## src/rtl/bs2pol_pkg.sv

```systemverilog
// Shared constants, FSM state type and lane extension for the bs2polvec unpacker.
// Build macro BS2POL_SIGN_EXT_EN selects sign-extension of each lane instead of zero-extension.
package bs2pol_pkg;
    localparam int N_COEF = 256;
    localparam int WORD_W = 64;
    localparam int LANE_W = 16;
    localparam int BUF_W  = 192;

    typedef enum logic [1:0] {IDLE, FILL, RUN, DONE} state_t;

    function automatic logic [LANE_W-1:0] lane_ext(input logic [LANE_W-1:0] raw,
                                                   input int unsigned       w);
        logic [LANE_W-1:0] mask;
        logic [LANE_W-1:0] res;
        // low w bits set; a shift of LANE_W or more yields an all-ones mask
        mask = ~({LANE_W{1'b1}} << w);
        res  = raw & mask;
`ifdef BS2POL_SIGN_EXT_EN
        if (|(raw & mask & ~(mask >> 1)))
            res = res | ~mask;
`endif
        return res;
    endfunction
endpackage

```

## src/rtl/bs2pol_gearbox.sv

```systemverilog
// Gearbox: 192-bit buffer emitting EMIT_W-bit chunks from the LSB end and landing
// 64-bit read words at the post-emit fill position, both in the same cycle if needed.
module bs2pol_gearbox
    import bs2pol_pkg::*;
#(
    parameter int EMIT_W = 40
) (
    input  logic              clk,
    input  logic              rst_n,
    input  logic              clr,
    input  logic              land,
    input  logic [WORD_W-1:0] land_data,
    output logic              emit,
    output logic [EMIT_W-1:0] chunk,
    output logic              can_read
);
    localparam int FILL_W = $clog2(BUF_W + 1);

    logic [BUF_W-1:0]  buf_q;
    logic [BUF_W-1:0]  buf_post;
    logic [BUF_W-1:0]  buf_nxt;
    logic [FILL_W-1:0] fill_q;
    logic [FILL_W-1:0] fill_post;
    logic [FILL_W-1:0] fill_nxt;

    always_comb begin
        emit      = fill_q >= FILL_W'(EMIT_W);
        buf_post  = emit ? (buf_q >> EMIT_W) : buf_q;
        fill_post = emit ? (fill_q - FILL_W'(EMIT_W)) : fill_q;
        buf_nxt   = land ? (buf_post | (BUF_W'(land_data) << fill_post)) : buf_post;
        fill_nxt  = land ? (fill_post + FILL_W'(WORD_W)) : fill_post;
        // a read issued now lands next cycle, on top of whatever lands this cycle
        can_read  = ({1'b0, fill_post} + (land ? (FILL_W+1)'(WORD_W) : '0)
                     + (FILL_W+1)'(WORD_W)) <= (FILL_W+1)'(BUF_W);
    end

    assign chunk = buf_q[EMIT_W-1:0];

    always_ff @(posedge clk or negedge rst_n) begin
        if (!rst_n) begin
            buf_q  <= '0;
            fill_q <= '0;
        end else if (clr) begin
            buf_q  <= '0;
            fill_q <= '0;
        end else begin
            buf_q  <= buf_nxt;
            fill_q <= fill_nxt;
        end
    end
endmodule

```

## src/rtl/bs2polvec_unpack.sv

```systemverilog
// Byte-string to polynomial-vector unpacker: streams NUM_POLY x 256 COEF_W-bit coefficients
// into 16-bit lanes, 4 per 64-bit word. Lane extension set by BS2POL_SIGN_EXT_EN.
//   state | meaning
//   IDLE  | after reset, waiting for start
//   FILL  | reads issued, buffer not yet holding a full output word
//   RUN   | writing one word per cycle until the last write
//   DONE  | image complete, done high, waiting for start
module bs2polvec_unpack
    import bs2pol_pkg::*;
#(
    parameter int COEF_W   = 10,
    parameter int NUM_POLY = 3,
    parameter int ADDR_W   = 9
) (
    input  logic              clk,
    input  logic              rst_n,
    input  logic              start,
    input  logic [ADDR_W-1:0] rd_base,
    input  logic [ADDR_W-1:0] wr_base,
    output logic [ADDR_W-1:0] rd_addr,
    output logic              rd_en,
    input  logic [63:0]       rd_data,
    output logic [ADDR_W-1:0] wr_addr,
    output logic              wr_en,
    output logic [63:0]       wr_data,
    output logic              busy,
    output logic              done
);
    localparam int EMIT_W    = 4 * COEF_W;
    localparam int IN_WORDS  = 4 * COEF_W * NUM_POLY;
    localparam int OUT_WORDS = (N_COEF / 4) * NUM_POLY;
    localparam int CNT_W     = $clog2(N_COEF + 1);

    state_t            state;
    state_t            state_nxt;
    logic              go;
    logic              active;
    logic              last_wr;
    logic              rd_pend;
    logic              emit;
    logic              can_read;
    logic [EMIT_W-1:0] chunk;
    logic [CNT_W-1:0]  rd_left;
    logic [CNT_W-1:0]  wr_left;

    bs2pol_gearbox #(.EMIT_W(EMIT_W)) u_gearbox (
        .clk       (clk),
        .rst_n     (rst_n),
        .clr       (go),
        .land      (rd_pend),
        .land_data (rd_data),
        .emit      (emit),
        .chunk     (chunk),
        .can_read  (can_read)
    );

    assign go      = start && (state == IDLE || state == DONE);
    assign active  = (state == FILL) || (state == RUN);
    assign rd_en   = active && (rd_left != '0) && can_read;
    assign wr_en   = active && emit;
    assign last_wr = wr_en && (wr_left == CNT_W'(1));
    assign busy    = active;
    assign done    = (state == DONE);

    always_comb begin
        wr_data = '0;
        if (wr_en) begin
            for (int j = 0; j < 4; j++)
                wr_data[j*LANE_W +: LANE_W] = lane_ext(LANE_W'(chunk[j*COEF_W +: COEF_W]), COEF_W);
        end
    end

    always_comb begin
        state_nxt = state;
        case (state)
            IDLE, DONE: if (start)   state_nxt = FILL;
            FILL:       if (emit)    state_nxt = RUN;
            RUN:        if (last_wr) state_nxt = DONE;
            default:                 state_nxt = IDLE;
        endcase
    end

    always_ff @(posedge clk or negedge rst_n) begin
        if (!rst_n)
            state <= IDLE;
        else
            state <= state_nxt;
    end

    always_ff @(posedge clk or negedge rst_n) begin
        if (!rst_n) begin
            rd_left <= '0;
            wr_left <= '0;
            rd_addr <= '0;
            wr_addr <= '0;
            rd_pend <= 1'b0;
        end else if (go) begin
            rd_left <= CNT_W'(IN_WORDS);
            wr_left <= CNT_W'(OUT_WORDS);
            rd_addr <= rd_base;
            wr_addr <= wr_base;
            rd_pend <= 1'b0;
        end else begin
            rd_pend <= rd_en;
            if (rd_en) begin
                rd_left <= rd_left - CNT_W'(1);
                rd_addr <= rd_addr + ADDR_W'(1);
            end
            if (wr_en) begin
                wr_left <= wr_left - CNT_W'(1);
                wr_addr <= wr_addr + ADDR_W'(1);
            end
        end
    end
endmodule
```

## config.mk

```make
export PLATFORM = sky130hd
export DESIGN_NAME = bs2polvec_unpack
export DESIGN_NICKNAME = d
export VERILOG_FILES = /design/src/rtl/bs2pol_pkg.sv /design/src/rtl/bs2pol_gearbox.sv /design/src/rtl/bs2polvec_unpack.sv
export SDC_FILE = /design/constraint.sdc
export NUM_CORES = 1
export LEC_CHECK = 0
export BUFFER_PORTS_ARGS = -buffer_cell sky130_fd_sc_hd__buf_2
export CAP_MARGIN = 20
export CELL_PAD_IN_SITES_DETAIL_PLACEMENT = 0
export CELL_PAD_IN_SITES_GLOBAL_PLACEMENT = 1
export CORE_AREA = 2 2 199 201
export DETAILED_ROUTE_END_ITERATION = 16
export DIE_AREA = 0 0 201 203
export GPL_ROUTABILITY_DRIVEN = 0
export GPL_TIMING_DRIVEN = 0
export PLACE_DENSITY = 0.74
export REMOVE_ABC_BUFFERS = 1
export SYNTH_ARGS = -nofsm -noshare
export SYNTH_HDL_FRONTEND = slang
export SYNTH_SLANG_ARGS = --single-unit
```

## constraint.sdc

```tcl
create_clock -name clk -period 3.55 [get_ports clk]
set_clock_uncertainty 0.05 [all_clocks]
set_input_delay 0.355 -clock clk [delete_from_list [all_inputs] [get_ports clk]]
set_output_delay 0.355 -clock clk [all_outputs]
set_load 0.01 [all_outputs]
```

==> out/metrics.cfg, run 1 <==
[run_status]
status=finished, final reports clean

[logic_synthesis]
yosysSeqAreaShare_pct=37.5
ys_async_sr_fraction_pct=100
synth_area_per_cell_sq_um=8.33
synth-seq-cells=236
synthesis.area_sq_mm=0.0157
ys.flop_type=dfrtp_1
syn-instance-count=1888
ys_types=79
synth_edf_count=0
synth-warning-count=0

[timing]
slew_headroom_pct=24.3
hold_violations=0
rsz0062_at_grt=no
hold_ws_ns=0.0353
finalWorstSetupSlack_ns=0.0466
drv_slew=0
worstMarginPinSlew_ns=1.13
tns_ns=0
fmax_mhz=285
period_share_pct=98.7
setup_viol=0
fin_crit_ns=3.50

[worst_setup_path]
cp.arrival_ns=3.94
r2r-end=u_gearbox.buf_q[93]
ff2ff_setup_slack_ns=0.05
timing.rr.start=u_gearbox.fill_q[3]
required_ns=3.99
cp_max_fo=19
reg2regPathDepth=6
path_class=flip-flop to flip-flop
cp-start-kind=flip-flop
cp-end-kind=flip-flop

[min_path]
holdCritStartpoint=wr_base[0]
hold_path_class=primary input to flip-flop
holdPathEnd=wr_addr[0]
whs_path_depth=3

[clocking]
cts_root_buf=clkbuf_16
cts.sinks=236
clock_path_buffers=3
cts_buffers=29
cts_tree=yes
htreeDepth=1
clock_latency_ns=0.58
clk_pin_slew_ns=0.06

[layout]
final_core_util_pct=48.8
final_cell_mix=nand2_1 (331), dfrtp_1 (231), nor2_1 (194), mux2i_1 (146), buf_2 (145)
nets=2094
layout_commonest_cell=nand2_1
nFillCells=3739
drive_above_1_share_pct=17.0
insertedDiodeCount=0
areaGrowthSynthToFinish_pct=19.3

[flow_run]
cap_violations=0

[global_route]
first_global_vias=15800
grt_max_degree=115
grt_pass1_wl_microns=100000
antenna_found_initial=0
top_usage_layer=met2
track_usage_pct=31.9
grt_use_met2_pct=48.5
grt-ovfl-total=0
gr-usage-met3_pct=5.70
grt_use_met1_pct=43.3

[placement]
dp_slack_ns=-1.95
dp_hpwl_microns=43300
portBuffers=146

[detailed_routing]
wire_per_inst_microns=26.3
ant_nets=0
vias=16400
viasPerCell=6.45
drt_iter0_markers=2252
dr.pass1.iters=6
route.final.wire_length_microns=66800
drc=0

[floorplanning]
initial_utilization_pct=40.9
die_area_sq_mm=0.0408
core.rowCount=72
coreArea_sq_mm=0.0385
fp.dieW_microns=201
die_h_microns=203
io_pins=171

sequential cells by signal, indices dropped and copies added (netlist names):
name,flops
wr_addr,9
rd_pend,1
rd_left,9
u_gearbox.buf_q,192
u_gearbox.fill_q,5
rd_addr,9
wr_left,9
state,2
how the worst max path moves through the flow:
stage	start	to	slack, ns	depth (start not counted)
3_5_place_dp	u_gearbox.fill_q[3]	u_gearbox.buf_q[83]	-1.95	9
3_3_place_gp	state[0]	u_gearbox.buf_q[161]	-16.15	7
6_report	u_gearbox.fill_q[3]	u_gearbox.buf_q[93]	0.05	6
5_1_grt	u_gearbox.fill_q[3]	rd_en	0.03	11
2_1_floorplan	state[0]	u_gearbox.buf_q[161]	-6.17	7
4_1_cts	u_gearbox.fill_q[3]	u_gearbox.buf_q[181]	0.02	9
cells by family (layout without fill, tap and decap cells):
logic type                 count (synthesis)  in the layout  share of synthesized area [%]
and+or+nand+nor                          754            756                           21.2
xor gates and xnor gates                  17             17                          0.946
DFF                                      236            236                           37.5
AOI/OAI and AO/OA                        519            519                           23.1
other                                      1             24                         0.0238
adders and majority gates                 10             10                          0.795
buffers and inverters                    191            298                           6.11
muxes                                    160            160                           10.3
timing repair:
action,4_1_cts,5_1_grt
hold buffers,18,0
pin swaps,5,2
gates cloned,1,1
endpoints found under the setup margin,255,75
resized for setup,36,10
endpoints found under the hold margin,73,0
setup buffers,10,3
routing by layer:
layer / share of wire (%) / vias to the layer above
met5: 0 / -
met4: 5.9 / 0
met3: 11 / 248
met2: 43 / 1052
met1: 40 / 7971
li1: - / 7091
critical path, cell delays in order, from the launching register on:
cell     delay, ns
dfrtp_4       0.60
o21a_1        0.31
o31ai_4       0.47
nand2_2       0.47
nor2_1        0.97
a22oi_1       0.30
a31oi_1       0.22
Yosys cell counts, types with 6 or more instances:
library cell  instances  share of area (%)
o32ai_1              16               0.89
buf_1                 6               0.14
nor3_1               33                1.0
buf_6                 7               0.50
o22ai_1              53                2.1
inv_1                17               0.41
ha_1                 10               0.80
xor2_1                9               0.50
o211ai_1              7               0.33
a21oi_1              86                2.7
buf_2                33                1.0
and3_1               17               0.68
a41oi_1              20                1.1
nand4_1              10               0.40
a2bb2oi_1             7               0.39
mux2_2               11               0.79
a221o_1              10               0.64
and2_1               47                1.9
xnor2_1               8               0.45
a221oi_1             39                2.2
a22oi_1              12               0.57
a211oi_1             18               0.86
nor2b_1               6               0.24
nand3_1              46                1.5
clkbuf_1             87                2.1
o21ai_1               7               0.22
a31oi_1              55                2.2
o211a_1               7               0.45
o22a_1                7               0.39
o21ai_0              88                2.8
a22o_1                9               0.50
dfrtp_1             236                 38
nor3_2                8               0.51
buf_4                37                1.8
a32oi_1              12               0.67
o221ai_1             16               0.89
mux2i_1             148                9.4
nand2b_1              8               0.32
nand2_1             343                8.2
o2bb2ai_1             8               0.45
nor2_1              205                4.9
through the flow:
step / instance area (sq um) / std cells
floorplan: 14900 / 1740
global placement: 16300 / 2404
finish: 18800 / 2538
CTS: 18700 / 2532
global route: 18800 / 2538
detailed placement: 17300 / 2451
final cells by class:
cell class	instances	area, sq um	area share, %
well taps	518	648	3.45
flip-flops and latches	236	5910	31.5
repair buffers	226	1910	10.2
clock buffers	45	856	4.56
clock inverters	7	138	0.733
inverters	20	98.8	0.526
multi-input cells	1486	9210	49.1
Power of run 1 is left out: the tool's default activity adds up to more than one toggle a clock period on the data nets, which glitch-free logic cannot reach.
==> inputs of run 2 (changes only) <==
--- a/config.mk
+++ b/config.mk
@@ -9,12 +9,12 @@
 export CAP_MARGIN = 20
 export CELL_PAD_IN_SITES_DETAIL_PLACEMENT = 0
 export CELL_PAD_IN_SITES_GLOBAL_PLACEMENT = 1
-export CORE_AREA = 2 2 199 201
+export CORE_AREA = 3 3 203 205
 export DETAILED_ROUTE_END_ITERATION = 16
-export DIE_AREA = 0 0 201 203
+export DIE_AREA = 0 0 206 208
 export GPL_ROUTABILITY_DRIVEN = 0
 export GPL_TIMING_DRIVEN = 0
-export PLACE_DENSITY = 0.74
+export PLACE_DENSITY = 0.72
 export REMOVE_ABC_BUFFERS = 1
 export SYNTH_ARGS = -nofsm -noshare
 export SYNTH_HDL_FRONTEND = slang
==> run 2 against run 1 <==
Against the previous run: the run now ends with setup timing left; critical path depth grew 2; sequential share of layout area is essentially flat; cell area is essentially flat; non-clock buffer count shrank 4; via count is essentially flat; highest routed layer unchanged.
==> out/metrics.cfg, run 2 (same netlist as run 1, synthesis figures left out) <==
[global_route]
grt-ovfl-total=0  ; unchanged
first_global_vias=15600  ; -1.7%
antenna_found_initial=0  ; unchanged
grt_max_degree=90  ; -22%
track_usage_pct=30.8  ; -1.1 points
grt_pass1_wl_microns=102000  ; +1.2%

[layout]
drive_above_1_share_pct=17.2  ; +0.24 points
largest_reg_flops=192  ; unchanged
areaGrowthSynthToFinish_pct=19.3  ; about the same
final_cell_mix=nand2_1 (331), dfrtp_1 (231), nor2_1 (191), mux2i_1 (147), buf_2 (146)
layout_commonest_cell=nand2_1
largest_register=u_gearbox.buf_q
nets=2091  ; -0.14%
nFillCells=3898  ; +4.3%

[worst_setup_path]
cp-start-kind=flip-flop
r2r-end=u_gearbox.buf_q[73]
cp_max_fo=19  ; unchanged
cp.arrival_ns=3.26  ; -0.68 ns
path_class=flip-flop to primary output
crit_chain=inv_1 -> ha_2 -> o31a_1 -> o221ai_2 -> o221ai_4 -> nand2_2 -> inv_2 -> buf_2
critical-path-max-stage-delay_ns=0.72  ; -0.25 ns
timing.rr.start=u_gearbox.fill_q[3]
ff2ff_setup_slack_ns=-0.05  ; -0.10 ns
cp-end-kind=primary output
reg2regPathDepth=8  ; +2
required_ns=3.14  ; -0.85 ns
critical_path.slowest_cell=o221ai_2

[min_path]
holdPathEnd=u_gearbox.buf_q[101]
whs_path_depth=3  ; unchanged
holdCritStartpoint=rd_data[13]
hold_path_class=primary input to flip-flop

[placement]
dp_hpwl_microns=44000  ; +1.4%
portBuffers=146  ; unchanged

[clocking]
cts.sinks=236  ; unchanged
clk_pin_slew_ns=0.07  ; about the same
cts_buffers=30  ; +3.4%
clock_path_buffers=3  ; unchanged
clock_latency_ns=0.59  ; about the same
htreeDepth=1  ; unchanged
cts_tree=yes
cts_root_buf=clkbuf_16

[timing]
rsz0062_at_grt=yes
setup_viol=4  ; +4
hold_violations=0  ; unchanged
fmax_mhz=273  ; -4.4%
finalWorstSetupSlack_ns=-0.115  ; -0.162 ns
drv_slew=0  ; unchanged
worstMarginPinSlew_ns=1.18  ; +0.0548 ns
hold_ws_ns=0.0274  ; -0.00788 ns
slew_headroom_pct=21.1  ; -3.2 points
fin_crit_ns=3.67  ; +0.162 ns
period_share_pct=103  ; +4.6 points

[detailed_routing]
viasPerCell=6.44  ; -0.11%
ant_nets=0  ; unchanged
drt_iter0_markers=2080  ; -7.6%
route.final.wire_length_microns=67900  ; +1.7%
vias=16400  ; +0.0061%
wire_per_inst_microns=26.7  ; +1.6%
drc=0  ; unchanged
dr.pass1.iters=9  ; +3

[floorplanning]
io_pins=171  ; unchanged
die_h_microns=208  ; +2.5%
die_area_sq_mm=0.0428  ; +5.0%
core.rowCount=73  ; +1.4%
initial_utilization_pct=39.7  ; -1.2 points
coreArea_sq_mm=0.0396  ; +3.1%
fp.dieW_microns=206  ; +2.5%

[flow_run]
cap_violations=0  ; unchanged

[run_status]
status=finished, violations left
violations=setup timing

run 2: repair_timing:
| action | 4_1_cts | 5_1_grt |
|---|---|---|
| pin swaps | 6 | 4 |
| cloned | 1 | 1 |
| hold endpoints to repair | 85 | 0 |
| resized for setup | 37 | 15 |
| endpoints found under the setup margin | 253 | 120 |
| setup buffers | 8 | 4 |
| hold buffers | 19 | 0 |
run 2: how the worst max path moves through the flow:
stage,end,startpoint,depth (start not counted)
after global routing,rd_en,u_gearbox.fill_q[3],10
after global placement,u_gearbox.buf_q[161],state[0],7
final,rd_en,u_gearbox.fill_q[3],8
after detailed placement,u_gearbox.buf_q[83],u_gearbox.fill_q[3],10
after floorplan,u_gearbox.buf_q[161],state[0],7
after CTS,rd_en,u_gearbox.fill_q[3],8
run 2: layout make-up:
type	count	area [sq um]	share of cell area (%)
diodes	1	2.50	0.0133
clock buffers	42	876	4.67
clock inverters	9	106	0.567
inverters	20	114	0.607
multi-input cells	1486	9220	49.1
flip-flops and latches	236	5920	31.5
well taps	525	657	3.50
repair buffers	222	1870	9.98
run 2: worst max-delay path: cells and delay by family (launching register included):
kind	cells	cell delay (ns)
compound gates	3	1.19
fa+ha+maj	1	0.27
flops	1	0.60
simple gates	1	0.21
buf+inv	3	0.40
run 2: metrics by stage:
| step | utilization (%) | worst slack (ns) | instances | cell area [sq um] | TNS (ns) |
|---|---|---|---|---|---|
| after floorplan | - | -6.17 | 1740 | 14900 | -941.33 |
| final | 47.3 | -0.115 | 2541 | 18800 | -0.239 |
| after CTS | 47.1 | -0.113 | 2534 | 18700 | -0.113 |
| after detailed placement | 43.6 | -1.42 | 2455 | 17300 | -162.09 |
| after global placement | 41.2 | -16.19 | 2411 | 16300 | -2908.30 |
| after global routing | 47.3 | -0.208 | 2540 | 18800 | -0.398 |
run 2: per-layer routing:
metal	share of wire [%]	track usage [%]
met1	40	42.6
met2	43	45.7
met3	11	7.53
met4	5.4	13.8
met5	0	0
Power of run 2 is left out for the same reason.
